### config.mk
export PLATFORM = sky130hd
export DESIGN_NAME = bcd_score_counter
export DESIGN_NICKNAME = d
export VERILOG_FILES = /design/src/rtl/score_pkg.sv /design/src/rtl/bcd_to_seg7.sv /design/src/rtl/bcd_score_counter.sv
export SDC_FILE = /design/constraint.sdc
export NUM_CORES = 1
export LEC_CHECK = 0
export CORE_MARGIN = 10
export CORE_UTILIZATION = 53
export CTS_CLUSTER_DIAMETER = 150
export DETAILED_ROUTE_END_ITERATION = 7
export PLACE_DENSITY = 0.89
export SETUP_SLACK_MARGIN = 0.02
export SYNTH_ARGS = -nofsm -noshare
export SYNTH_HDL_FRONTEND = slang
export SYNTH_SLANG_ARGS = --single-unit
### constraint.sdc
create_clock -name clk -period 3 [get_ports clk]
set_input_delay 0.75 -clock clk [delete_from_list [all_inputs] [get_ports clk]]
set_output_delay 0.75 -clock clk [all_outputs]
set_load 0.05 [all_outputs]
### src/rtl/score_pkg.sv
// Shared types, 7-segment encodings and BCD step helpers.
// Used by bcd_score_counter and bcd_to_seg7.
package score_pkg;

    typedef logic [3:0] bcd_digit_t;
    typedef logic [6:0] seg7_t;

    // Active-low patterns, segment order g..a
    localparam seg7_t SEG_0     = 7'b1000000;
    localparam seg7_t SEG_1     = 7'b1111001;
    localparam seg7_t SEG_2     = 7'b0100100;
    localparam seg7_t SEG_3     = 7'b0110000;
    localparam seg7_t SEG_4     = 7'b0011001;
    localparam seg7_t SEG_5     = 7'b0010010;
    localparam seg7_t SEG_6     = 7'b0000010;
    localparam seg7_t SEG_7     = 7'b1111000;
    localparam seg7_t SEG_8     = 7'b0000000;
    localparam seg7_t SEG_9     = 7'b0011000;
    localparam seg7_t SEG_BLANK = 7'b1111111;

    // Returns {digit, carry}
    function automatic logic [4:0] bcd_inc(input bcd_digit_t d,
                                           input logic cin);
        if (!cin)
            return {d, 1'b0};
        else if (d >= 4'd9)
            return {4'd0, 1'b1};
        else
            return {d + 4'd1, 1'b0};
    endfunction

    // Returns {digit, borrow}
    function automatic logic [4:0] bcd_dec(input bcd_digit_t d,
                                           input logic bin);
        if (!bin)
            return {d, 1'b0};
        else if (d == 4'd0)
            return {4'd9, 1'b1};
        else
            return {d - 4'd1, 1'b0};
    endfunction

endpackage

### src/rtl/bcd_to_seg7.sv
// One BCD digit to a 7-segment pattern (g..a).
// Illegal nibbles and blank requests turn every segment off.
module bcd_to_seg7
    import score_pkg::*;
(
    input  bcd_digit_t digit,
    input  logic       blank,
    input  logic       active_low,
    output seg7_t      seg
);

    seg7_t pat;

    always_comb begin
        pat = SEG_BLANK;
        if (!blank) begin
            case (digit)
                4'd0:    pat = SEG_0;
                4'd1:    pat = SEG_1;
                4'd2:    pat = SEG_2;
                4'd3:    pat = SEG_3;
                4'd4:    pat = SEG_4;
                4'd5:    pat = SEG_5;
                4'd6:    pat = SEG_6;
                4'd7:    pat = SEG_7;
                4'd8:    pat = SEG_8;
                4'd9:    pat = SEG_9;
                default: pat = SEG_BLANK;
            endcase
        end
        seg = active_low ? pat : ~pat;
    end

endmodule

### src/rtl/bcd_score_counter.sv
// Multi-digit up/down BCD score counter with 7-segment outputs.
// SCORE_LEADING_BLANK_EN blanks leading zero digits above digit 0.
module bcd_score_counter
    import score_pkg::*;
#(
    parameter int DIGITS         = 3,
    parameter int SATURATE       = 0,
    parameter int SEG_ACTIVE_LOW = 1
) (
    input  logic                clk,
    input  logic                reset,
    input  logic                clear,
    input  logic                point,
    input  logic                penalty,
    output logic [4*DIGITS-1:0] score_bcd,
    output logic [7*DIGITS-1:0] score_seg,
    output logic                overflow,
    output logic                at_zero
);

    bcd_digit_t [DIGITS-1:0] digits;
    bcd_digit_t [DIGITS-1:0] clean;
    bcd_digit_t [DIGITS-1:0] inc_val;
    bcd_digit_t [DIGITS-1:0] dec_val;
    bcd_digit_t [DIGITS-1:0] next;
    logic                    carry;
    logic                    borrow;
    logic                    ovf_next;
    logic [4:0]              inc_r;
    logic [4:0]              dec_r;
    logic [DIGITS-1:0]       blank;

    // Both ripple chains are evaluated every cycle; illegal nibbles count as 0
    always_comb begin
        clean   = '0;
        inc_val = '0;
        dec_val = '0;
        inc_r   = '0;
        dec_r   = '0;
        carry   = 1'b1;
        borrow  = 1'b1;
        for (int i = 0; i < DIGITS; i++) begin
            clean[i]   = (digits[i] > 4'd9) ? 4'd0 : digits[i];
            inc_r      = bcd_inc(clean[i], carry);
            inc_val[i] = inc_r[4:1];
            carry      = inc_r[0];
            dec_r      = bcd_dec(clean[i], borrow);
            dec_val[i] = dec_r[4:1];
            borrow     = dec_r[0];
        end
    end

    always_comb begin
        next     = digits;
        ovf_next = 1'b0;
        if (clear) begin
            next = '0;
        end else if (point && !penalty) begin
            ovf_next = carry;
            // A carry out means every digit was 9, so clean is all-nines
            next = (carry && SATURATE != 0) ? clean : inc_val;
        end else if (penalty && !point) begin
            next = borrow ? '0 : dec_val;
        end
    end

    always_ff @(posedge clk or posedge reset) begin
        if (reset) begin
            digits   <= '0;
            overflow <= 1'b0;
        end else begin
            digits   <= next;
            overflow <= ovf_next;
        end
    end

    assign score_bcd = digits;
    assign at_zero   = (digits == '0);

`ifdef SCORE_LEADING_BLANK_EN
    logic lead;

    always_comb begin
        blank = '0;
        lead  = 1'b1;
        for (int i = DIGITS - 1; i >= 1; i--) begin
            lead     = lead && (digits[i] == 4'd0);
            blank[i] = lead;
        end
    end
`else
    assign blank = '0;
`endif

    for (genvar g = 0; g < DIGITS; g++) begin : g_seg
        bcd_to_seg7 u_seg (
            .digit      (digits[g]),
            .blank      (blank[g]),
            .active_low (SEG_ACTIVE_LOW != 0),
            .seg        (score_seg[7*g +: 7])
        );
    end

endmodule

==> results by group, run 1 <==
Power and ir drop
  – Pleak: 1.19 nW
  – Total power: 2.90 mW
  – VDD IR-drop max: 0.840 mV
  – Pwr per Cell Area: 1140 nW/um2

Critical path
  – Critical Path Slowest Stage Cell: dfrtp_2
  – Cell Chain, Critical Path: inv_2 > ha_4 > nor2b_4 > inv_1 > or4_4 > nor4b_4 > buf_12
  – CP Data Arrival Time: 2170 ps
  – Reg2reg end: score_bcd[9]
  – Path depth of the worst reg2reg path: 10
  – R2R Setup Slk: 160 ps
  – WS Path Type: reg2out
  – Reg2reg start: score_bcd[0]
  – Max incr delay on CP: 450 ps
  – Startpoint types: flip-flop
  – Setup crit end kind: output pin
  – Worst-path fanout max: 7
  – Crit path from: score_bcd[4]
  – Critical Path RT: 2250 ps

Floorplan
  – Die Y: 81.0 um
  – Die width: 81.0 um
  – Boundary Pins: 40
  – Total core area: 3630 um2
  – Starting Density: 0.542
  – # rows: 22
  – Die Area: 6550 um2

Timing
  – Final critical-path share of the clock period: 0.973
  – Hold Fails Final Rpt: 0
  – Worst hold slack: 597 ps
  – Max Fclk: 0.342 GHz
  – Worst rel slew slack: 0.274
  – Final min period: 2920 ps
  – Final Slew Violations: 0
  – Final setup fails: 0
  – Setup TNS: 0 ps
  – Worst-Margin Slew: 1080 ps
  – Clock skew: 8.55 ps
  – RSZ-0062 raised after global routing: true

Routing
  – Vias: 2285
  – Wire per inst: 16.1 um
  – Iter 0 DRT Violations: 365
  – Vias/cell: 6.14
  – WL final: 5970 um
  – DRC violations left: 0
  – Antenna viol nets, final: 0
  – Drt first pass iters: 5

Global route
  – Met3 Track Usage GR: 0.0475
  – Met2 Use GR: 0.299
  – Met1 usage: 0.214
  – Tot GR Track Use: 0.173
  – Vias in the first global route: 2083
  – Gr busiest metal: met2
  – Pin count of the biggest net entering global routing: 20
  – Initial antenna violation count: 0
  – Grt ovf: 0
  – First-pass GRT wire length: 9560 um

Cells and area
  – Layout Nets: 353
  – Core Util, Final: 0.703
  – Multi-input gate area: 1540 um2
  – Share of post-route cells with drive strength above 1: 0.188
  – FF+latch area: 333 um2
  – # diodes: 0
  – Most common cell after layout, fill and taps aside: buf_4
  – Fill count: 313
  – Synthesis-to-layout area growth: 29.7%
  – Most frequent cells in the layout: buf_4, a21oi_1, nor2_1

Synthesis
  – Yosys reg bits: 13
  – Number of flops mapped to enable cells by yosys: 0
  – Post-Syn Area per Cell: 7.03 um2
  – Mapped cell area: 1970 um2
  – Yosys cell types: 48
  – Seq/Total Area, Yosys: 0.165
  – Most used DFF post-synth: dfrtp_1
  – Syn. warnings: 0
  – Synth Net Count: 308
  – Async SR Flop Fraction: 1.00
  – Synth Instances: 280

Clocking
  – Num CTS Buffers: 3
  – Reg clk slew, reported paths: 70 ps
  – CTS tree: done
  – Setup Buffers After CTS: 0
  – H-Tree Depth: 1
  – CTS root buffer: clkbuf_8
  – Longest Clk Path Bufs: 2
  – Clock latency at the later pin of the worst-skew pair: 260 ps
  – TritonCTS Sinks: 13

Worst hold path
  – WHS Endpoint: score_bcd[4]
  – Hold path cells: 1
  – HP Start: score_bcd[4]
  – Hold/Removal Path Class: reg2reg

Run
  – Max cap viols: 0

Placed design
  – Placed wire-length estimate: 4430 um
  – Gpl congestion: 0.927
  – I/O Buffers: 39

Outcome
  – Outcome: finished clean
## cells by family after synthesis
family | count (synthesis) | synth area share
flip-flops | 13 | 0.165
adder cells (fa/ha/maj) | 23 | 0.146
AO/OA/AOI/OAI | 98 | 0.335
buffers and inverters | 38 | 0.0788
XOR/XNOR | 2 | 0.00890
AND/OR/NAND/NOR | 106 | 0.266
## sequential cells by signal, summed over array words and instances (netlist names)
register / cells
score_bcd: 12
overflow: 1
## cell type report
type                    instances  area share
clock buffers                   4      0.0176
inverters                      21      0.0309
flip-flops and latches         13       0.130
repair buffers                 57       0.194
well taps                      48      0.0235
multi-input cells             229       0.604
## per-layer routing
metal,vias up,wire [um]
met5,-,0
met3,10,659
li1,1090,-
met1,1045,2390
met2,140,2880
met4,0,43
## critical path, delay by kind of cell, from the launching register on
kind	cells	cell delay (ps)
flops	1	450
buf+inv	3	400
fa+ha+maj	1	170
simple gates	3	900
## through the flow
step | setup slack [ps] | cells | instance area, um2
after floorplan | -102 | 280 | 1990
after global placement | 248 | 368 | 2470
after global routing | -21.7 | 372 | 2550
after CTS | 38.4 | 372 | 2520
after detailed placement | 189 | 368 | 2470
final | 79.6 | 372 | 2550
## power breakdown
group          internal, mW  switching (mW)  total [mW]  leakage, nW
clock                0.0945          0.0781       0.173       0.0228
combinational         0.861            1.58        2.44         1.00
sequential            0.215          0.0742       0.290        0.168
## how the worst max path moves through the flow
stage | slack [ps] | endpoint | cells past startpoint
3_3_place_gp | 250 | score_bcd[11] | 11
2_1_floorplan | -100 | at_zero | 7
6_report | 80 | at_zero | 7
4_1_cts | 40 | at_zero | 7
5_1_grt | -20 | score_bcd[9] | 11
3_5_place_dp | 190 | score_bcd[11] | 11
## cell usage after synthesis (2+ instances only)
library cell,count,area [um2]
nand2_1,27,101
or3_1,2,12.5
a211oi_1,2,15.0
dfrtp_1,13,325
a31oi_1,2,12.5
o211ai_1,5,37.5
and4_1,3,26.3
a21o_1,2,15.0
nor2_1,28,105
nor4_1,4,25.0
buf_2,4,20.0
or2_2,2,12.5
o21ai_0,23,115
a21oi_1,35,175
inv_1,21,78.8
nor3_1,7,35.0
a32o_1,4,40.0
clkbuf_1,12,45.0
nand2b_1,13,81.3
and3_1,4,25.0
a22o_1,2,17.5
nor2b_1,6,37.5
xnor2_1,2,17.5
o31ai_1,2,15.0
o211a_1,3,30.0
ha_1,23,288
o21bai_1,2,15.0
nand3_1,6,30.0
or4_1,2,15.0
## timing repair
| item | CTS | global route |
|---|---|---|
| gates resized for setup | 5 | 8 |
| hold buffers | 0 | 0 |
| pin swaps | 0 | 2 |
| setup endpoints to repair | 1 | 5 |
| cloned | 0 | 0 |
No activity file was read; power rests on OpenSTA's default activity.
==> run 2, diff against run 1 <==
--- a/config.mk
+++ b/config.mk
@@ -5,7 +5,8 @@
 export SDC_FILE = /design/constraint.sdc
 export NUM_CORES = 1
 export LEC_CHECK = 0
-export CORE_MARGIN = 10
+export CAP_MARGIN = 20
+export CORE_MARGIN = 1.5
 export CORE_UTILIZATION = 53
 export CTS_CLUSTER_DIAMETER = 150
 export DETAILED_ROUTE_END_ITERATION = 7
==> run 2 against run 1 <==
Wire length fell by 7.8%. Via count fell by 2.0%. Clock skew fell by 5.9 ps. Count of clock-buffer cells in the layout did not move. Clock power fell by 4%. Highest routed layer unchanged. Design area rose by 0.78%.
==> results by group, run 2 (synthesis gave the netlist of run 1 again) <==
Outcome
  – Outcome: finished clean

Floorplan
  – Boundary Pins: 40 (unchanged)
  – Total core area: 3440 um2 (-5.3%)
  – Starting Density: 0.572 (+0.0301)
  – Die Area: 4090 um2 (-38%)
  – Die Y: 64.0 um (-21%)
  – # rows: 21 (-4.5%)
  – Die width: 64.0 um (-21%)

Critical path
  – Path depth of the worst reg2reg path: 12 (+2)
  – Startpoint types: flip-flop
  – Reg2reg end: score_bcd[3]
  – Setup crit end kind: output pin
  – WS Path Type: reg2out
  – R2R Setup Slk: 130 ps (-30 ps)
  – Critical Path RT: 2250 ps (about the same)
  – CP Data Arrival Time: 2180 ps (about the same)
  – Reg2reg start: score_bcd[0]
  – Worst-path fanout max: 4 (-3)
  – Crit path from: score_bcd[0]

Worst hold path
  – WHS Endpoint: score_bcd[4]
  – HP Start: score_bcd[4]
  – Hold path cells: 1 (unchanged)
  – Hold/Removal Path Class: reg2reg

Cells and area
  – Fill count: 270 (-14%)
  – Most frequent cells in the layout: a21oi_1, buf_4, nand2_1, nor2_1
  – Final Instance Area: 2570 um2 (+0.78%)
  – # diodes: 0 (unchanged)
  – Layout Nets: 354 (+0.28%)
  – Most common cell after layout, fill and taps aside: a21oi_1
  – Multi-input gate area: 1530 um2 (-0.57%)
  – Largest register FFs: 12 (unchanged)
  – FF+latch area: 332 um2 (-0.38%)
  – Share of post-route cells with drive strength above 1: 0.175 (-0.0129)
  – Core Util, Final: 0.748 (+0.0449)
  – Synthesis-to-layout area growth: 30.7%

Timing
  – Max Fclk: 0.341 GHz (-0.44%)
  – RSZ-0062 raised after global routing: true
  – Worst hold slack: 594 ps (-2.98 ps)
  – Clock skew: 2.68 ps (-5.87 ps)
  – Final Slew Violations: 0 (unchanged)
  – Worst rel slew slack: 0.297 (+0.0236)
  – Final critical-path share of the clock period: 0.978 (+0.00432)
  – Final setup fails: 0 (unchanged)
  – Worst-Margin Slew: 1050 ps (-35.1 ps)
  – Hold Fails Final Rpt: 0 (unchanged)
  – Final min period: 2930 ps (+13.0 ps)

Global route
  – Tot GR Track Use: 0.280 (+0.107)
  – Initial antenna violation count: 0 (unchanged)
  – First-pass GRT wire length: 9320 um (-2.5%)
  – Grt ovf: 0 (unchanged)
  – Vias in the first global route: 2026 (-2.7%)
  – Pin count of the biggest net entering global routing: 17 (-15%)

Power and ir drop
  – Pwr per Cell Area: 1130 nW/um2 (-0.90%)
  – VDD IR-drop max: 0.585 mV (-30%)
  – Pleak: 1.25 nW (+4.9%)

Placed design
  – Gpl congestion: 0.936 (+0.92%)
  – Placed Area: 2470 um2 (+0.10%)
  – Placed wire-length estimate: 4050 um (-8.6%)
  – I/O Buffers: 39 (unchanged)

Clocking
  – Num CTS Buffers: 3 (unchanged)
  – H-Tree Depth: 1 (unchanged)
  – Longest Clk Path Bufs: 2 (unchanged)
  – CTS root buffer: clkbuf_8
  – CTS tree: done
  – Reg clk slew, reported paths: 60 ps (about the same)
  – TritonCTS Sinks: 13 (unchanged)
  – Clock latency at the later pin of the worst-skew pair: 250 ps (about the same)

Routing
  – Iter 0 DRT Violations: 200 (-45%)
  – Wire per inst: 14.8 um (-7.6%)
  – Antenna viol nets, final: 0 (unchanged)
  – WL final: 5510 um (-7.8%)
  – DRC violations left: 0 (unchanged)
  – Drt first pass iters: 5 (unchanged)
  – Vias/cell: 6.04 (-1.7%)
  – Vias: 2239 (-2.0%)

Run
  – Max cap viols: 0 (unchanged)
[run 2: metal layers]
metal  GRT usage  vias up  part of all wire
met4      0.0489        0             0.014
met5           0        -                 0
met3      0.0581       12             0.081
li1            -     1094                 -
met2       0.471      130              0.46
met1       0.371     1003              0.44
[run 2: what timing repair did]
item | 4_1_cts | 5_1_grt
hold buffers | 0 | 0
setup endpoints to repair | 1 | 11
buffers inserted | 2 | 0
gates resized for setup | 7 | 11
pin swaps | 1 | 1
hold endpoints to repair | 0 | 0
[run 2: cell type report]
class,instances,share of cell area
Multi-Input combinational cell,229,0.596
Timing Repair Buffer,58,0.205
Sequential cell,13,0.129
Inverter,21,0.0306
Tap cell,46,0.0224
Clock buffer,4,0.0175
[run 2: worst max path at each step]
stage / to / slack, ps / cells past startpoint
floorplan: at_zero / -100 / 7
global placement: score_bcd[3] / 250 / 12
detailed placement: score_bcd[9] / 160 / 12
CTS: at_zero / 20 / 7
global route: at_zero / 4 / 7
finish: at_zero / 70 / 7
[run 2: per-stage QoR]
stage | setup WS, ps | cells | setup TNS, ps | power, mW
CTS | 23.5 | 371 | 0 | 2.87
detailed placement | 156 | 365 | 0 | 2.65
floorplan | -102 | 280 | -102 | 1.97
finish | 66.6 | 371 | 0 | 2.90
global placement | 248 | 365 | 0 | 2.62
global route | 3.76 | 371 | 0 | 3.08
[run 2: where the power goes]
part           switching [mW]  internal [mW]  leakage (nW)
sequential             0.0913          0.215         0.170
combinational            1.56          0.873          1.06
clock                  0.0719         0.0941        0.0228
total                    1.72           1.18          1.25
[run 2: critical path, cell delays in order (launching register included)]
cell and delay, ps:
dfrtp_2 410, inv_1 100, ha_2 220, nor2b_4 170, inv_1 70, or4_4 490, nor4b_4 290, buf_12 180
